## src/rtl/sim_uart_in_feeder.sv

```systemverilog
// Simulation UART input source: host pushes characters into a FIFO and the DUT pulls one per read strobe.
// Latency: strobe-to-data is combinational (0 cycles); a pushed char becomes deliverable 1 cycle later.
// Backpressure: push_ready drops when full (refused pushes are counted); optional UART_IN_PACING_EN spaces deliveries.
module sim_uart_in_feeder #(
  parameter int          DEPTH      = 16,
  parameter logic [7:0]  EMPTY_CHAR = 8'hff,
  parameter int          GAP_CYCLES = 8
) (
  input  logic                       clock,
  input  logic                       reset,
  input  logic                       push_valid,
  input  logic [7:0]                 push_ch,
  output logic                       push_ready,
  input  logic                       uart_in_valid,
  output logic [7:0]                 uart_in_ch,
  output logic [$clog2(DEPTH):0]     level,
  output logic [31:0]                rd_count,
  output logic [31:0]                underrun_count,
  output logic [15:0]                push_drop_count
);

  localparam int AW = $clog2(DEPTH);
  localparam int LW = AW + 1;

  logic [7:0]    mem_q [DEPTH];
  logic [7:0]    mem_d [DEPTH];
  logic [AW-1:0] wr_ptr_q, wr_ptr_d;
  logic [AW-1:0] rd_ptr_q, rd_ptr_d;
  logic [LW-1:0] level_q, level_d;
  logic [31:0]   rd_count_q, rd_count_d;
  logic [31:0]   underrun_count_q, underrun_count_d;
  logic [15:0]   push_drop_count_q, push_drop_count_d;

  logic pace_ok;
  logic deliverable;
  logic push_acc;
  logic pop;

  // Full is judged on the registered level only, so a same-cycle pop never opens room for a push.
  assign push_ready  = (level_q != LW'(DEPTH));
  assign deliverable = (level_q != '0) && pace_ok;
  assign push_acc    = push_valid && push_ready;
  assign pop         = uart_in_valid && deliverable;
  assign uart_in_ch  = deliverable ? mem_q[rd_ptr_q] : EMPTY_CHAR;

  assign level           = level_q;
  assign rd_count        = rd_count_q;
  assign underrun_count  = underrun_count_q;
  assign push_drop_count = push_drop_count_q;

`ifdef UART_IN_PACING_EN
  logic [7:0] pace_q, pace_d;

  // Pace counter: reload on every delivery, then count down to re-enable the next one.
  always_comb begin
    pace_d = pace_q;
    if (pop) begin
      pace_d = 8'(GAP_CYCLES);
    end else if (pace_q != 8'd0) begin
      pace_d = pace_q - 8'd1;
    end
  end

  // Pace counter register.
  always_ff @(posedge clock) begin
    if (!reset) begin
      pace_q <= 8'd0;
    end else begin
      pace_q <= pace_d;
    end
  end

  assign pace_ok = (pace_q == 8'd0);
`else
  logic [31:0] unused_gap_cycles;
  assign unused_gap_cycles = GAP_CYCLES;
  assign pace_ok = 1'b1;
`endif

  // Storage write: accepted push lands at the write pointer.
  always_comb begin
    mem_d = mem_q;
    if (push_acc) begin
      mem_d[wr_ptr_q] = push_ch;
    end
  end

  // Pointers, occupancy and saturating event counters.
  always_comb begin
    wr_ptr_d          = wr_ptr_q;
    rd_ptr_d          = rd_ptr_q;
    level_d           = level_q;
    rd_count_d        = rd_count_q;
    underrun_count_d  = underrun_count_q;
    push_drop_count_d = push_drop_count_q;

    if (push_acc) begin
      wr_ptr_d = wr_ptr_q + AW'(1);
    end
    if (pop) begin
      rd_ptr_d = rd_ptr_q + AW'(1);
    end
    case ({push_acc, pop})
      2'b10:   level_d = level_q + LW'(1);
      2'b01:   level_d = level_q - LW'(1);
      default: level_d = level_q;
    endcase

    if (pop && (rd_count_q != '1)) begin
      rd_count_d = rd_count_q + 32'd1;
    end
    if (uart_in_valid && !deliverable && (underrun_count_q != '1)) begin
      underrun_count_d = underrun_count_q + 32'd1;
    end
    if (push_valid && !push_ready && (push_drop_count_q != '1)) begin
      push_drop_count_d = push_drop_count_q + 16'd1;
    end
  end

  // Control state register; reset discards FIFO contents by clearing pointers and level.
  always_ff @(posedge clock) begin
    if (!reset) begin
      wr_ptr_q          <= '0;
      rd_ptr_q          <= '0;
      level_q           <= '0;
      rd_count_q        <= '0;
      underrun_count_q  <= '0;
      push_drop_count_q <= '0;
    end else begin
      wr_ptr_q          <= wr_ptr_d;
      rd_ptr_q          <= rd_ptr_d;
      level_q           <= level_d;
      rd_count_q        <= rd_count_d;
      underrun_count_q  <= underrun_count_d;
      push_drop_count_q <= push_drop_count_d;
    end
  end

  // Storage array; contents need no reset since level gates visibility.
  always_ff @(posedge clock) begin
    mem_q <= mem_d;
  end

endmodule

```

## config.mk

```make
export PLATFORM = sky130hd
export DESIGN_NAME = sim_uart_in_feeder
export DESIGN_NICKNAME = d
export VERILOG_FILES = /design/src/rtl/sim_uart_in_feeder.sv
export SDC_FILE = /design/constraint.sdc
export NUM_CORES = 1
export LEC_CHECK = 0
export BUFFER_PORTS_ARGS = -buffer_cell sky130_fd_sc_hd__buf_4
export CAP_MARGIN = 15
export CORE_MARGIN = 5
export CORE_UTILIZATION = 60
export CTS_BUF_LIST = sky130_fd_sc_hd__clkbuf_4 sky130_fd_sc_hd__clkbuf_8
export DETAILED_ROUTE_END_ITERATION = 7
export GPL_ROUTABILITY_DRIVEN = 0
export GPL_TIMING_DRIVEN = 0
export PLACE_DENSITY = 0.88
export SYNTH_ARGS = -nofsm -noshare
export SYNTH_HDL_FRONTEND = slang
export SYNTH_SLANG_ARGS = --single-unit
```

## constraint.sdc

```tcl
create_clock -name clock -period 5.3 [get_ports clock]
set_clock_uncertainty 0.1 [all_clocks]
set_input_delay 0 -clock clock [delete_from_list [all_inputs] [get_ports clock]]
set_output_delay 0 -clock clock [all_outputs]
set_load 0.02 [all_outputs]
```

==> flow_metrics.tcl, run 1 <==
set metrics [dict create \
    outcome "complete, no violations" \
    fmax_ghz 0.2654 \
    numCtsBuffers 36 \
    grt.overflow.total 0 \
    synth_edf_count 128 \
    clkLatencyLatePin_ns 0.53 \
    fin_crit_ns 3.768 \
    cts_tree "yes" \
    setup_tns_ns 0 \
    start_util_pct 61.40 \
    fin_area_sq_um 11730 \
    grt_pass1_vias 6836 \
    port_buffers 105 \
    synth_cell_type_count 60 \
    leakage_nw 4.020 \
    rsz0062_at_grt "false" \
    drive_gt1_share_pct 25.23 \
    grt_max_degree 17 \
    rows 46 \
    ios 106 \
    diodes 0 \
    cts_setup_buffers 0 \
    dr.pass1.iters 5 \
    drtIter0Drc 845 \
    ys_seq_area_share_pct 58.07 \
    synth_ff_type "edfxtp_1" \
    syn_to_final_growth_pct 19.35 \
    slew_headroom_pct 34.21 \
    hold_viol 0 \
    worst_slack_ns 1.532 \
    dp_hpwl_um 16400 \
    detailedPlace.worstSlack_ns 1.662 \
    synth.avg_cell_area_sq_um 12.42 \
    wl_per_cell_um 19.47 \
    wl_um 23190 \
    antenna_left 0 \
    async_reset_ff_share_pct 0 \
    post_dp_cell_area_sq_um 10900 \
    chipHeight_um 138.0 \
    crit_path_start_kind "flip-flop" \
    cts_resized 0 \
    via_per_inst 6.118 \
    tightest_slew_ns 0.9778 \
    die-area_sq_um 19030 \
    path_class "flip-flop to flip-flop" \
    ys_warn_count 0 \
    synthesis.nets 815 \
    grt_pass1_wl_um 36170 \
    clk_root_buffer_cell "clkbuf_8" \
    finalMaxSlewViolations 0 \
    core_area_sq_um 16000 \
    nets 973 \
    synth_area_sq_um 9824 \
    power.density_nw_per_um2 388.7 \
    critPathRequiredTime_ns 5.66 \
    clock_path_buffers 3 \
    die_x_um 138.0 \
    ctsHoldBuffers 11 \
    vias 7287 \
    critPathMaxFanout 9 \
    ys_ff_latch 221 \
    fin_crit_sh_pct 71.09 \
    power_mw 4.558 \
    drc_errors 0 \
    hold_class "input port to flip-flop" \
    drv_cap 0 \
    grt_usage_pct 24.57 \
    final-setup-viol-count 0 \
    clkSinkCount 221 \
    path_clk_slew_ns 0.06 \
    ir_drop_mv 0.2427 \
    critPathArrivalTime_ns 4.13 \
    antenna_found_initial 0 \
    post-route-util_pct 73.28 \
    cp-end-kind "flip-flop" \
    synth_cells 791 \
    cts_max_level 2 \
]
synthesized netlist by cell type, types with 3 or more instances:
| master | number | area, sq um |
|---|---|---|
| a211oi_1 | 9 | 67.56 |
| a21o_1 | 5 | 37.54 |
| a21oi_1 | 36 | 180.2 |
| a31o_2 | 3 | 26.28 |
| a31oi_1 | 3 | 18.77 |
| and3_1 | 9 | 56.30 |
| and4_1 | 11 | 96.34 |
| buf_1 | 3 | 11.26 |
| buf_2 | 8 | 40.04 |
| clkbuf_1 | 22 | 82.58 |
| dfxtp_1 | 93 | 1862 |
| edfxtp_1 | 128 | 3844 |
| ha_1 | 12 | 150.1 |
| inv_1 | 13 | 48.80 |
| mux2i_1 | 13 | 130.1 |
| mux4_2 | 40 | 900.9 |
| nand2_1 | 65 | 244.0 |
| nand2b_1 | 14 | 87.58 |
| nand3_1 | 22 | 110.1 |
| nand4_1 | 38 | 237.7 |
| nor2_1 | 75 | 281.5 |
| nor3_1 | 15 | 75.07 |
| nor4_1 | 12 | 75.07 |
| nor4_4 | 3 | 63.81 |
| o21ai_0 | 17 | 85.08 |
| o31ai_1 | 5 | 37.54 |
| or2_2 | 9 | 56.30 |
| or3_1 | 16 | 100.1 |
| or4_1 | 5 | 37.54 |
| xnor2_1 | 39 | 341.6 |
| xor2_1 | 8 | 70.07 |
layout make-up:
type / count / area (sq um)
fill: 1010 / 4275
sequential: 221 / 5705
buffer: 35 / 148.9
multi-input combinational: 520 / 3914
clock inverter: 9 / 61.31
tap: 216 / 270.3
inverter: 15 / 56.30
clock buffer: 55 / 650.6
timing repair buffer: 120 / 918.4
registers in the layout (all words and copies together) (netlist names):
register and flops:
wr_ptr_q 4, mem_q 128, level 5, rd_ptr_q 4
push_drop_count 16, rd_count 32, underrun_count 32
worst max-delay path: stages, from the launching register on:
cell	delay, ns
dfxtp_1	0.32
buf_4	0.17
or4_4	0.56
o21ai_4	0.28
clkinv_1	0.37
ha_1	0.35
clkbuf_1	0.24
xor2_1	0.22
ha_1	0.27
a211o_1	0.29
nand2_1	0.07
nand3b_1	0.07
a31oi_1	0.20
mux2i_1	0.20
worst paths after layout:
check	start	end	slack [ns]	cells past startpoint
setup / recovery	level[1]	level[4]	1.53	13
hold reg to reg	underrun_count[31]	underrun_count[31]	0.40	2
setup reg to reg	level[1]	level[4]	1.53	13
hold / removal	push_ch[2]	mem_q[10]	0.22	2
where the power goes:
group / total [mW] / internal, mW / switching (mW)
registers: 1.94 / 1.88 / 0.0590
logic: 1.17 / 0.507 / 0.667
clock network: 1.44 / 0.794 / 0.650
total: 4.56 / 3.18 / 1.38
cells in the final DEF, fill, tap and decap left out, drive strengths merged, types with 16 or more instances in the layout:
cell type / n
mux4: 40
clkbuf: 77
nand3: 23
or3: 16
nand4: 39
buf: 122
o21ai: 21
nor4: 16
dfxtp: 93
inv: 16
nand2: 65
nor3: 16
a21oi: 37
xnor2: 39
edfxtp: 128
nor2: 75
per-layer routing:
metal | global-route usage (%) | vias up | wire (um)
met5 | 0 | - | 0
met4 | 7.519 | 0 | 550
met3 | 4.173 | 46 | 2030
met2 | 42.35 | 390 | 11770
met1 | 32.09 | 3520 | 8842
li1 | - | 3331 | -
through the flow:
step,cells,hold WS (ns)
finish,1191,0.2238
global placement,1112,0.2003
CTS,1191,0.2025
global route,1191,0.2301
floorplan,791,-0.001131
detailed placement,1116,0.2192
kinds of logic (layout without fill, tap and decap cells):
family                   after synthesis  after routing  synth area share [%]
AO/OA/AOI/OAI                         98             98                 6.648
flip-flops                           221            221                 58.07
XOR/XNOR                              47             47                 4.190
multiplexers                          53             53                 10.49
buffers and inverters                 50            234                 2.089
adder cells (fa/ha/maj)               12             12                 1.528
AND/OR/NAND/NOR                      310            310                 16.98
Note: power is estimated with default switching activity, not from simulation.
==> inputs of run 2 (changes only) <==
- clock period: 5.3 -> 3.9 ns (I/O delays scaled with it)
==> run 2 against run 1 <==
Effect of this change:
- design area increased by 0.22%
- first-iteration DRC count decreased by 7.9%
- worst setup slack got worse by 1.3 ns
- count of clock-buffer cells in the layout unchanged
- combinational power increased by 42%
- critical path type unchanged
- highest routed layer unchanged
==> flow_metrics.tcl, run 2 (synthesis results as in run 1) <==
set metrics [dict create \
    reg2regPathDepth 13 \
    drive_gt1_share_pct 25.56 \
    largest_reg_flops 128 \
    numCtsBuffers 36 \
    post_dp_cell_area_sq_um 10900 \
    clkLatencyLatePin_ns 0.52 \
    critPathMaxFanout 9 \
    dr.pass1.iters 6 \
    nets 976 \
    r2r_end "level[4]" \
    cp-end-kind "flip-flop" \
    worst_slack_ns 0.2163 \
    slew_headroom_pct 33.18 \
    ios 106 \
    power_mw 6.259 \
    die_x_um 138.0 \
    port_buffers 105 \
    antenna_found_initial 0 \
    setup_tns_ns 0 \
    grt.overflow.total 0 \
    grt_pass1_vias 6836 \
    path_clk_slew_ns 0.06 \
    clock_path_buffers 3 \
    fmax_ghz 0.2715 \
    critPathArrivalTime_ns 4.04 \
    most-common-layout-cells "edfxtp_1, buf_4, dfxtp_1" \
    final-setup-viol-count 0 \
    power.density_nw_per_um2 532.6 \
    min_from "push_ch[3]" \
    detailedPlace.worstSlack_ns 0.2619 \
    core_area_sq_um 16000 \
    outcome "complete, no violations" \
    die-area_sq_um 19030 \
    vias 7295 \
    dp_hpwl_um 16400 \
    fillers 1003 \
    r2r_start "level[1]" \
    hold_class "input port to flip-flop" \
    leakage_nw 4.032 \
    wl_per_cell_um 19.53 \
    fin_area_sq_um 11750 \
    wl_um 23310 \
    grt_max_degree 17 \
    layout_commonest_cell "edfxtp_1" \
    grt_pass1_wl_um 36170 \
    r2r_slack_ns 0.22 \
    finalMaxSlewViolations 0 \
    regMostFlops "mem_q" \
    start_util_pct 61.40 \
    drc_errors 0 \
    crit_path_start_kind "flip-flop" \
    syn_to_final_growth_pct 19.61 \
    rsz0062_at_grt "false" \
    clk_root_buffer_cell "clkbuf_8" \
    diodes 0 \
    ir_drop_mv 0.3291 \
    fin_crit_sh_pct 94.45 \
    path_class "flip-flop to flip-flop" \
    drv_cap 0 \
    antenna_left 0 \
    cts_max_level 2 \
    clkSinkCount 221 \
    cts_tree "yes" \
    critPathRequiredTime_ns 4.26 \
    min_path_cells 2 \
    hold_end "mem_q[67]" \
    chipHeight_um 138.0 \
    hold_viol 0 \
    rows 46 \
    via_per_inst 6.110 \
    drtIter0Drc 778 \
    fin_crit_ns 3.684 \
    tightest_slew_ns 0.9931 \
    grt_usage_pct 24.57 \
]
[run 2: how the worst max path moves through the flow]
stage | start | endpoint | slack, ns | cells after the start
after floorplan | level[1] | level[4] | 0.70 | 13
after global placement | level[1] | level[4] | 0.43 | 13
after detailed placement | level[1] | level[4] | 0.26 | 13
after CTS | level[1] | level[4] | 0.19 | 13
after global routing | level[1] | level[4] | 0.08 | 13
final | level[1] | level[4] | 0.22 | 13
[run 2: per-stage QoR]
step	util [%]	std cells	hold WS, ns
after global placement	68.02	1112	0.2003
after CTS	73.28	1191	0.2025
after detailed placement	68.14	1116	0.2192
after floorplan	-	791	-0.001131
after global routing	73.44	1194	0.2301
final	73.44	1194	0.2320
[run 2: report_power, final]
part / internal, mW / leakage [nW] / switching [mW]
Combinational: 0.733 / 1.74 / 0.927
Clock: 1.08 / 0.383 / 0.883
Sequential: 2.56 / 1.91 / 0.0802
[run 2: layer usage]
metal / vias to the layer above / GRT usage [%] / routed length, um
li1: 3339 / - / -
met1: 3540 / 32.09 / 9075
met2: 372 / 42.35 / 11820
met3: 44 / 4.173 / 1904
met4: 0 / 7.519 / 509
met5: - / 0 / 0
[run 2: timing repair]
action                     in CTS  in global routing
hold buffers                   11                  0
resized for setup               0                  1
setup endpoints to repair       0                  1
setup buffers                   0                  3
hold endpoints to repair      153                  0
[run 2: final cells by class]
| type | instances | area [sq um] | area share, % |
|---|---|---|---|
| Tap cell | 216 | 270.3 | 2.300 |
| Sequential cell | 221 | 5705 | 48.55 |
| Timing Repair Buffer | 123 | 940.9 | 8.007 |
| Clock inverter | 9 | 61.31 | 0.5217 |
| Buffer | 35 | 148.9 | 1.267 |
| Clock buffer | 55 | 650.6 | 5.537 |
| Inverter | 15 | 60.06 | 0.5111 |
| Multi-Input combinational cell | 520 | 3914 | 33.30 |
[run 2: worst max-delay path: stages (launching register included)]
cell and delay, ns:
dfxtp_1 0.32, buf_4 0.17, or4_4 0.57, o21ai_4 0.31
clkinvlp_4 0.31, ha_1 0.30, clkbuf_1 0.23, xor2_1 0.21
ha_1 0.27, a211o_1 0.29, nand2_1 0.07, nand3b_1 0.07
a31oi_1 0.20, mux2i_1 0.20
